**src/rtl/ifetch_unit_if.sv**
```systemverilog
// Instruction-memory request/acknowledge bus between the fetch stage and memory.
interface ifetch_unit_if;
    logic        Imem_req;
    logic [31:0] Imem_addr;
    logic        Imem_ack;
    logic [31:0] Imem_rdata;

    modport master (
        output Imem_req,
        output Imem_addr,
        input  Imem_ack,
        input  Imem_rdata
    );

    modport slave (
        input  Imem_req,
        input  Imem_addr,
        output Imem_ack,
        output Imem_rdata
    );
endinterface

```
**src/rtl/ifetch_unit.sv**
```systemverilog
// Instruction fetch stage: owns the PC, fetches one word per instruction over a
// req/ack bus and resolves branch/jump targets once the instruction has executed.
module ifetch_unit #(
    parameter logic [31:0] RESET_PC = 32'h0000_3000
) (
    input  logic         Clk,
    input  logic         Reset,
    ifetch_unit_if.master imem,
    output logic [31:0]  Instruction,
    output logic         Inst_valid,
    output logic [31:0]  PC,
    input  logic         Branch,
    input  logic         Zero,
    input  logic         Jump,
    input  logic [15:0]  Imm,
    input  logic [25:0]  Target,
    input  logic         Stall
);

    typedef enum logic [1:0] {
        IDLE,
        FETCH,
        EXEC
    } state_t;

    state_t      state;
    state_t      state_next;
    logic [31:0] pc4;
    logic [31:0] branch_offset;
    logic [31:0] next_pc;
    logic        req;
    logic        valid;

    always_ff @(posedge Clk or negedge Reset) begin
        if (!Reset) begin
            state       <= IDLE;
            PC          <= RESET_PC;
            Instruction <= 32'h0;
        end else begin
            state <= state_next;
            if (state == FETCH && imem.Imem_ack) begin
                Instruction <= imem.Imem_rdata;
            end
            if (state == EXEC && !Stall) begin
                PC <= next_pc;
            end
        end
    end

    // Arithmetic wraps naturally at 32 bits, so FFFF_FFFC steps to 0.
    always_comb begin
        pc4           = PC + 32'd4;
        branch_offset = {{14{Imm[15]}}, Imm, 2'b00};
        next_pc       = pc4;
        if (Jump) begin
            next_pc = {pc4[31:28], Target, 2'b00};
        end else if (Branch && Zero) begin
            next_pc = pc4 + branch_offset;
        end
    end

    always_comb begin
        state_next = state;
        req        = 1'b0;
        valid      = 1'b0;
        case (state)
            IDLE: begin
                state_next = FETCH;
            end
            FETCH: begin
                req = 1'b1;
                if (imem.Imem_ack) begin
                    state_next = EXEC;
                end
            end
            EXEC: begin
                valid = 1'b1;
                if (!Stall) begin
                    state_next = FETCH;
                end
            end
            default: begin
                state_next = IDLE;
            end
        endcase
    end

    assign imem.Imem_req  = req;
    assign imem.Imem_addr = PC;
    assign Inst_valid     = valid;

endmodule

```
**src/flat_wrapper.sv**
```systemverilog
// flat-port wrapper written by rule: the top's interface ports become plain ports
module ifetch_unit_flat 
#(
    parameter logic [31:0] RESET_PC = 32'h0000_3000
)
  (Clk, Reset, Instruction, Inst_valid, PC, Branch, Zero, Jump, Imm, Target, Stall, imem_Imem_req, imem_Imem_addr, imem_Imem_ack, imem_Imem_rdata);
  ifetch_unit_if imem_i ();
  input  logic Clk;
  input  logic Reset;
  output logic [31:0] Instruction;
  output logic Inst_valid;
  output logic [31:0] PC;
  input  logic Branch;
  input  logic Zero;
  input  logic Jump;
  input  logic [15:0] Imm;
  input  logic [25:0] Target;
  input  logic Stall;
  output wire logic [$bits(imem_i.Imem_req)-1:0] imem_Imem_req;
  output wire logic [$bits(imem_i.Imem_addr)-1:0] imem_Imem_addr;
  input wire logic [$bits(imem_i.Imem_ack)-1:0] imem_Imem_ack;
  input wire logic [$bits(imem_i.Imem_rdata)-1:0] imem_Imem_rdata;
  assign imem_Imem_req = imem_i.Imem_req;
  assign imem_Imem_addr = imem_i.Imem_addr;
  assign imem_i.Imem_ack = imem_Imem_ack;
  assign imem_i.Imem_rdata = imem_Imem_rdata;
  ifetch_unit #(.RESET_PC(RESET_PC)) u_core (.Clk(Clk), .Reset(Reset), .imem(imem_i), .Instruction(Instruction), .Inst_valid(Inst_valid), .PC(PC), .Branch(Branch), .Zero(Zero), .Jump(Jump), .Imm(Imm), .Target(Target), .Stall(Stall));
endmodule
```
**config.mk**
```make
export PLATFORM = sky130hd
export DESIGN_NAME = ifetch_unit_flat
export DESIGN_NICKNAME = d
export VERILOG_FILES = /design/src/rtl/ifetch_unit_if.sv /design/src/rtl/ifetch_unit.sv /design/src/flat_wrapper.sv
export SDC_FILE = /design/constraint.sdc
export NUM_CORES = 1
export LEC_CHECK = 0
export CAP_MARGIN = 10
export CORE_MARGIN = 5
export CORE_UTILIZATION = 42
export CTS_BUF_LIST = sky130_fd_sc_hd__clkbuf_8 sky130_fd_sc_hd__clkbuf_16
export CTS_CLUSTER_DIAMETER = 40
export DETAILED_ROUTE_END_ITERATION = 7
export HOLD_SLACK_MARGIN = 0.12
export PLACE_DENSITY = 0.78
export SLEW_MARGIN = 10
export SYNTH_ARGS = -nofsm -noshare
export SYNTH_HDL_FRONTEND = slang
export SYNTH_SLANG_ARGS = --single-unit
export TNS_END_PERCENT = 50
```
**constraint.sdc**
```tcl
create_clock -name Clk -period 3.7 [get_ports Clk]
set_clock_uncertainty 0.15 [all_clocks]
set_input_delay 0.925 -clock Clk [delete_from_list [all_inputs] [get_ports Clk]]
set_output_delay 0.925 -clock Clk [all_outputs]
set_load 0.1 [all_outputs]
```
==> results.yml, run 1 <==
floorplan:
  rows: 41
  die_w_um: 122
  start_util: 0.423
  io_pins: 179
  die_h_um: 122
  core_area_mm2: 0.0125
  dieArea_mm2: 0.0149
finish:
  regArea_mm2: 0.00166
  instances_no_fill: 1050
  multi_input_area_mm2: 0.00374
  fin_area_mm2: 0.00847
  nets: 992
  fillers: 985
  final_layout_size_suffix_gt1_frac: 0.416
  area_growth_pct: 60.6
  final_common_cell: "buf_4"
  antenna-diode-count: 0
  mostFrequentLayoutCells: "buf_4 (220), clkdlybuf4s50_1 (79), nand2_1 (62)"
route:
  wl_per_cell_um: 18.3
  ant_nets: 0
  vias: 5712
  viasPerCell: 5.44
  first_pass_iters: 4
  routed_wl_mm: 19.2
  drc: 0
  drt_iter0_drc: 261
min_path:
  min_path_type: "register to register"
grt:
  grt_pass1_wl_mm: 28.6
  grt_usage: 0.244
  overflow: 0
  grt_pass1_vias: 5850
  grt_max_degree: 38
  antenna_found_initial: 0
sta:
  fin_crit_sh: 1.03
  slew_violations: 0
  setup_violations: 2
  max-slew-margin-rel: 0.453
  grt_setup_unrepaired: "yes"
  layout_setup_ws_ps: -112
  final_hold_viol_count: 0
  period_minus_slack_ps: 3810
  tightest_slew_ps: 821
  max_freq_mhz: 262
logic_synthesis:
  yosys.area.top_type_share: 0.294
  synth.area.top_cells: "dfrtp_1 (29%), ha_1 (8.8%), mux2_2 (7.0%), buf_4 (4.8%), nand2_1 (4.7%)"
  ys_ff_latch: 64
  syn_inst: 611
  ys_async_sr_fraction: 1.00
  synth_area_mm2: 0.00528
  synth_edf_count: 0
  ys_seq_area_frac: 0.304
  yosys.area.top_type: "dfrtp_1"
  avgSynthCellArea_um2: 8.63
  ys.flop_type: "dfrtp_1"
  yosysWarningCount: 0
  ys_types: 63
critical_path:
  end_kind: "register"
  crit_fanout: 5
  worstPathRequired_ps: 3810
  arrival_ps: 3930
  crit_type: "register to register"
  startpoint_type: "register"
clock_network:
  cts_tree: "yes"
  cts_root_buf: "clkbuf_16"
  clkTransAtPathRegs_ps: 60
  insertion_delay_ps: 340
  htreeDepth: 3
  cts_buffer_depth: 2
  numCtsBuffers: 9
  clkSinkCount: 64
place:
  gp_congestion: 0.942
  place_area_mm2: 0.00756
  io_buffers: 174
  dpl.hpwl_mm: 14.7
  dp_cells: 1013
status:
  violations: "setup timing"
  status: "finished with violations"
job:
  maxCapViolations: 0
==> cell families after synthesis <==
family,after synthesis,share of synthesized area
adder cells (fa/ha/maj),38,0.0916
buffers and inverters,66,0.0716
multiplexers,36,0.0761
other,1,0.000711
flip-flops,64,0.304
XOR/XNOR,47,0.0780
AND/OR/NAND/NOR,195,0.171
AO/OA/AOI/OAI,164,0.207
==> synth_stat cells (3+ instances only) <==
cell	number
nand4_1	8
a21boi_0	4
and3_1	8
and4_1	5
o211ai_1	5
clkbuf_1	18
or3_1	6
a31oi_1	9
o31ai_1	3
nand2_1	66
mux2i_1	3
xor2_1	21
nand2b_1	4
ha_1	37
nor3_1	10
inv_1	10
mux2_2	33
nor2_1	54
nand3_1	20
and2_1	3
a21oi_1	37
o21bai_1	3
o21ai_0	39
a21o_1	11
a211oi_1	16
xnor2_1	26
dfrtp_1	62
buf_4	34
o21a_1	4
o22ai_1	3
nor2b_1	6
==> path summary, 6_finish.rpt <==
path,from,end,slack [ps],depth (start not counted)
setup reg to reg,u_core.PC[13]$_DFFE_PN1P_,u_core.PC[31]$_DFFE_PN0P_,-110,16
hold reg to reg,u_core.Instruction[20]$_DFFE_PN0P_,u_core.Instruction[20]$_DFFE_PN0P_,360,1
min in group asynchronous,Reset,u_core.Instruction[20]$_DFFE_PN0P_,530,1
setup / recovery,u_core.PC[13]$_DFFE_PN1P_,u_core.PC[31]$_DFFE_PN0P_,-110,16
hold / removal,u_core.Instruction[20]$_DFFE_PN0P_,u_core.Instruction[20]$_DFFE_PN0P_,360,1
max in group asynchronous,Reset,u_core.PC[12]$_DFFE_PN1P_,2030,2
==> metal layers <==
| layer | track usage | up-vias | share of wire |
|---|---|---|---|
| met5 | 0 | - | 0 |
| met4 | 0.115 | 0 | 0.032 |
| met3 | 0.0320 | 48 | 0.052 |
| met2 | 0.430 | 221 | 0.53 |
| met1 | 0.294 | 2745 | 0.39 |
| li1 | - | 2698 | - |
==> what timing repair did <==
item                       4_1_cts  5_1_grt
pin swaps                       19       44
gates resized for setup         23       61
hold buffers                     0        0
setup endpoints to repair        3       14
buffers inserted                 4       18
cloned                           0        0
==> critical path, stage by stage, from the launching register on <==
cell     delay (ps)
dfstp_4         620
and4_4          260
and4_4          250
buf_4           150
nand4_1         120
xnor2_1         190
ha_1            330
buf_4           150
nand2_1          90
nor2_4          120
nand3_2         130
nor4_4          190
a31oi_4         140
xor2_2          180
a311o_1         360
a21oi_2         170
xor2_1          150
==> per-stage QoR <==
step | worst slack, ps | util | hold WS (ps) | setup TNS, ps
after floorplan | -110 | - | 343 | -114
after global placement | -302 | 0.607 | 341 | -1800
after detailed placement | -338 | 0.607 | 345 | -2660
after CTS | -164 | 0.643 | 358 | -185
after global routing | -256 | 0.680 | 369 | -1790
final | -112 | 0.680 | 356 | -156
==> final cells by class <==
| type | instances | area share |
|---|---|---|
| multi-input combinational | 484 | 0.441 |
| timing repair buffer | 304 | 0.294 |
| sequential | 64 | 0.196 |
| clock buffer | 10 | 0.0282 |
| tap | 172 | 0.0254 |
| clock inverter | 6 | 0.0108 |
| inverter | 10 | 0.00443 |
==> registers in the layout (all words and copies together), names as in the netlist <==
name                flops
u_core.Instruction     32
u_core.PC              30
u_core.state            2
Power of run 1 is not shown: default switching activity piles up to over one toggle a cycle in this logic, so the estimate is an artifact.
==> run 2, diff against run 1 <==
==> constraint.sdc (replaced) <==
create_clock -name Clk -period 3.7 [get_ports Clk]
set_clock_uncertainty 0.15 [all_clocks]
set_input_delay 0.925 -clock Clk [delete_from_list [all_inputs] [get_ports Clk]]
set_output_delay 0.925 -clock Clk [all_outputs]
set_load 0.05 [all_outputs]
==> results.yml, run 2 (synthesis gave the netlist of run 1 again) <==
floorplan:
  core_area_mm2: 0.0125
  io_pins: 179
  start_util: 0.423
  rows: 41
  die_h_um: 122
  dieArea_mm2: 0.0149
  die_w_um: 122
sta:
  grt_setup_unrepaired: "yes"
  setup-tns-final_ps: -143
  layout_setup_ws_ps: -82.4
  tightest_slew_ps: 662
  period_minus_slack_ps: 3780
  fin_crit_sh: 1.02
  final_hold_viol_count: 0
  setup_violations: 2
  max-slew-margin-rel: 0.557
  max_freq_mhz: 264
  slew_violations: 0
critical_path:
  worstPathCellList: "and4_4 > nand3_4 > nor3_4 > nand2_2 > xnor2_2 > ha_1 > o21ai_2 > nor2_2 > o41ai_4 > o311ai_2 > a31oi_2 > xor2_1 > o2111ai_1 > a21oi_2 > xor2_1"
  startpoint_type: "register"
  worstPathRequired_ps: 3820
  arrival_ps: 3910
  end_kind: "register"
  crit_type: "register to register"
  path_common_cell: "xor2_1"
  r2r_cells: 15
  crit_fanout: 3
  max_stage_delay_ps: 610
  cp_slowest_cell: "dfstp_4"
grt:
  use_met3: 0.0422
  grtUsageMet2: 0.460
  grt_usage: 0.262
  use_met1: 0.313
  overflow: 0
  grt_pass1_vias: 6189
  grt_max_degree: 65
  grt_pass1_wl_mm: 30.9
  grt_busiest_layer: "met2"
  antenna_found_initial: 1
place:
  dpl.hpwl_mm: 14.6
  io_buffers: 174
  gp_congestion: 0.941
  place_area_mm2: 0.00773
finish:
  largest_reg_flops: 32
  fin_area_mm2: 0.00860
  top_register: "u_core.Instruction"
  mostFrequentLayoutCells: "clkdlybuf4s50_1 (173), buf_4 (121), nand2_1 (62)"
  antenna-diode-count: 0
  final_common_cell: "clkdlybuf4s50_1"
  final_layout_size_suffix_gt1_frac: 0.293
  top_regs: "u_core.Instruction: 32 flops, u_core.PC: 30 flops, u_core.state: 2 flops"
  area_growth_pct: 63.0
  nets: 989
route:
  wl_per_cell_um: 19.9
  viasPerCell: 5.68
  drc: 0
  drt_iter0_drc: 419
  ant_nets: 0
  routed_wl_mm: 20.8
  first_pass_iters: 7
  vias: 5945
clock_network:
  cts_tree: "yes"
  cts_buffer_depth: 2
  cts_root_buf: "clkbuf_16"
  htreeDepth: 3
  clkTransAtPathRegs_ps: 60
  numCtsBuffers: 9
  clkSinkCount: 64
  hold_buffers: 0
  insertion_delay_ps: 340
power_and_ir_drop:
  power.total_mw: 8.75
  ir_drop_mv: 0.729
  powerDensity_mw_per_mm2: 1020
  p_leak_nw: 3.65
min_path:
  whs_path_depth: 1
  min_path_type: "register to register"
status:
  violations: "setup timing"
  status: "finished with violations"
job:
  maxCapViolations: 0
-- run 2: changes by cell type in the layout (fill, tap and decap cells not counted), moves of 3 or more --
cell,change
dfrtp_4,-9
buf_4,-99
ha_4,+3
clkdlybuf4s50_1,+94
xnor2_2,+3
dfrtp_1,+8
-- run 2: where the power goes --
group | internal (mW) | total (mW) | switching (mW)
Sequential | 1.07 | 1.37 | 0.302
Combinational | 2.67 | 6.57 | 3.90
Clock | 0.467 | 0.810 | 0.343
-- run 2: metal layers --
| layer | wire length (um) | share of wire |
|---|---|---|
| met3 | 1580 | 0.076 |
| met5 | 11 | 0.00053 |
| met2 | 10600 | 0.51 |
| met1 | 7660 | 0.37 |
| met4 | 950 | 0.046 |
-- run 2: final timing paths --
check | slack [ps] | startpoint | to
max in group asynchronous | 2620 | Reset | u_core.PC[12]$_DFFE_PN1P_
hold reg to reg | 350 | u_core.Instruction[25]$_DFFE_PN0P_ | u_core.Instruction[25]$_DFFE_PN0P_
min in group asynchronous | 440 | Reset | u_core.Instruction[16]$_DFFE_PN0P_
setup / recovery | -80 | u_core.PC[13]$_DFFE_PN1P_ | u_core.PC[31]$_DFFE_PN0P_
hold / removal | 350 | u_core.Instruction[25]$_DFFE_PN0P_ | u_core.Instruction[25]$_DFFE_PN0P_
setup reg to reg | -80 | u_core.PC[13]$_DFFE_PN1P_ | u_core.PC[31]$_DFFE_PN0P_
-- run 2: layout make-up --
cell class                 instances  area, um^2
clock buffer                      10         239
clock inverter                     6        36.3
fill                             948        3870
inverter                          10        37.5
multi-input combinational        484        3720
sequential                        64        1630
tap                              172         215
timing repair buffer             301        2720
-- run 2: stage by stage --
stage	hold slack [ps]	worst slack [ps]	cells	util
after global placement	337	-286	1008	0.620
after CTS	354	-4.74	1032	0.654
after detailed placement	342	-330	1008	0.620
after global routing	362	-222	1047	0.690
after floorplan	343	-19.9	614	-
final	351	-82.4	1047	0.690
-- run 2: worst max-delay path, delay by kind of cell, from the launching register on --
kind | cells | cell delay [ps]
AND/OR/NAND/NOR | 5 | 780
AO/OA/AOI/OAI | 6 | 1140
XOR/XNOR | 3 | 690
flip-flops | 1 | 610
adder cells (fa/ha/maj) | 1 | 310
-- run 2: what timing repair did --
item,in CTS,in global routing
pin swaps,18,44
buffers inserted,8,16
endpoints found under the setup margin,4,14
gates resized for setup,18,64
Power figures use the tool's default switching activity.
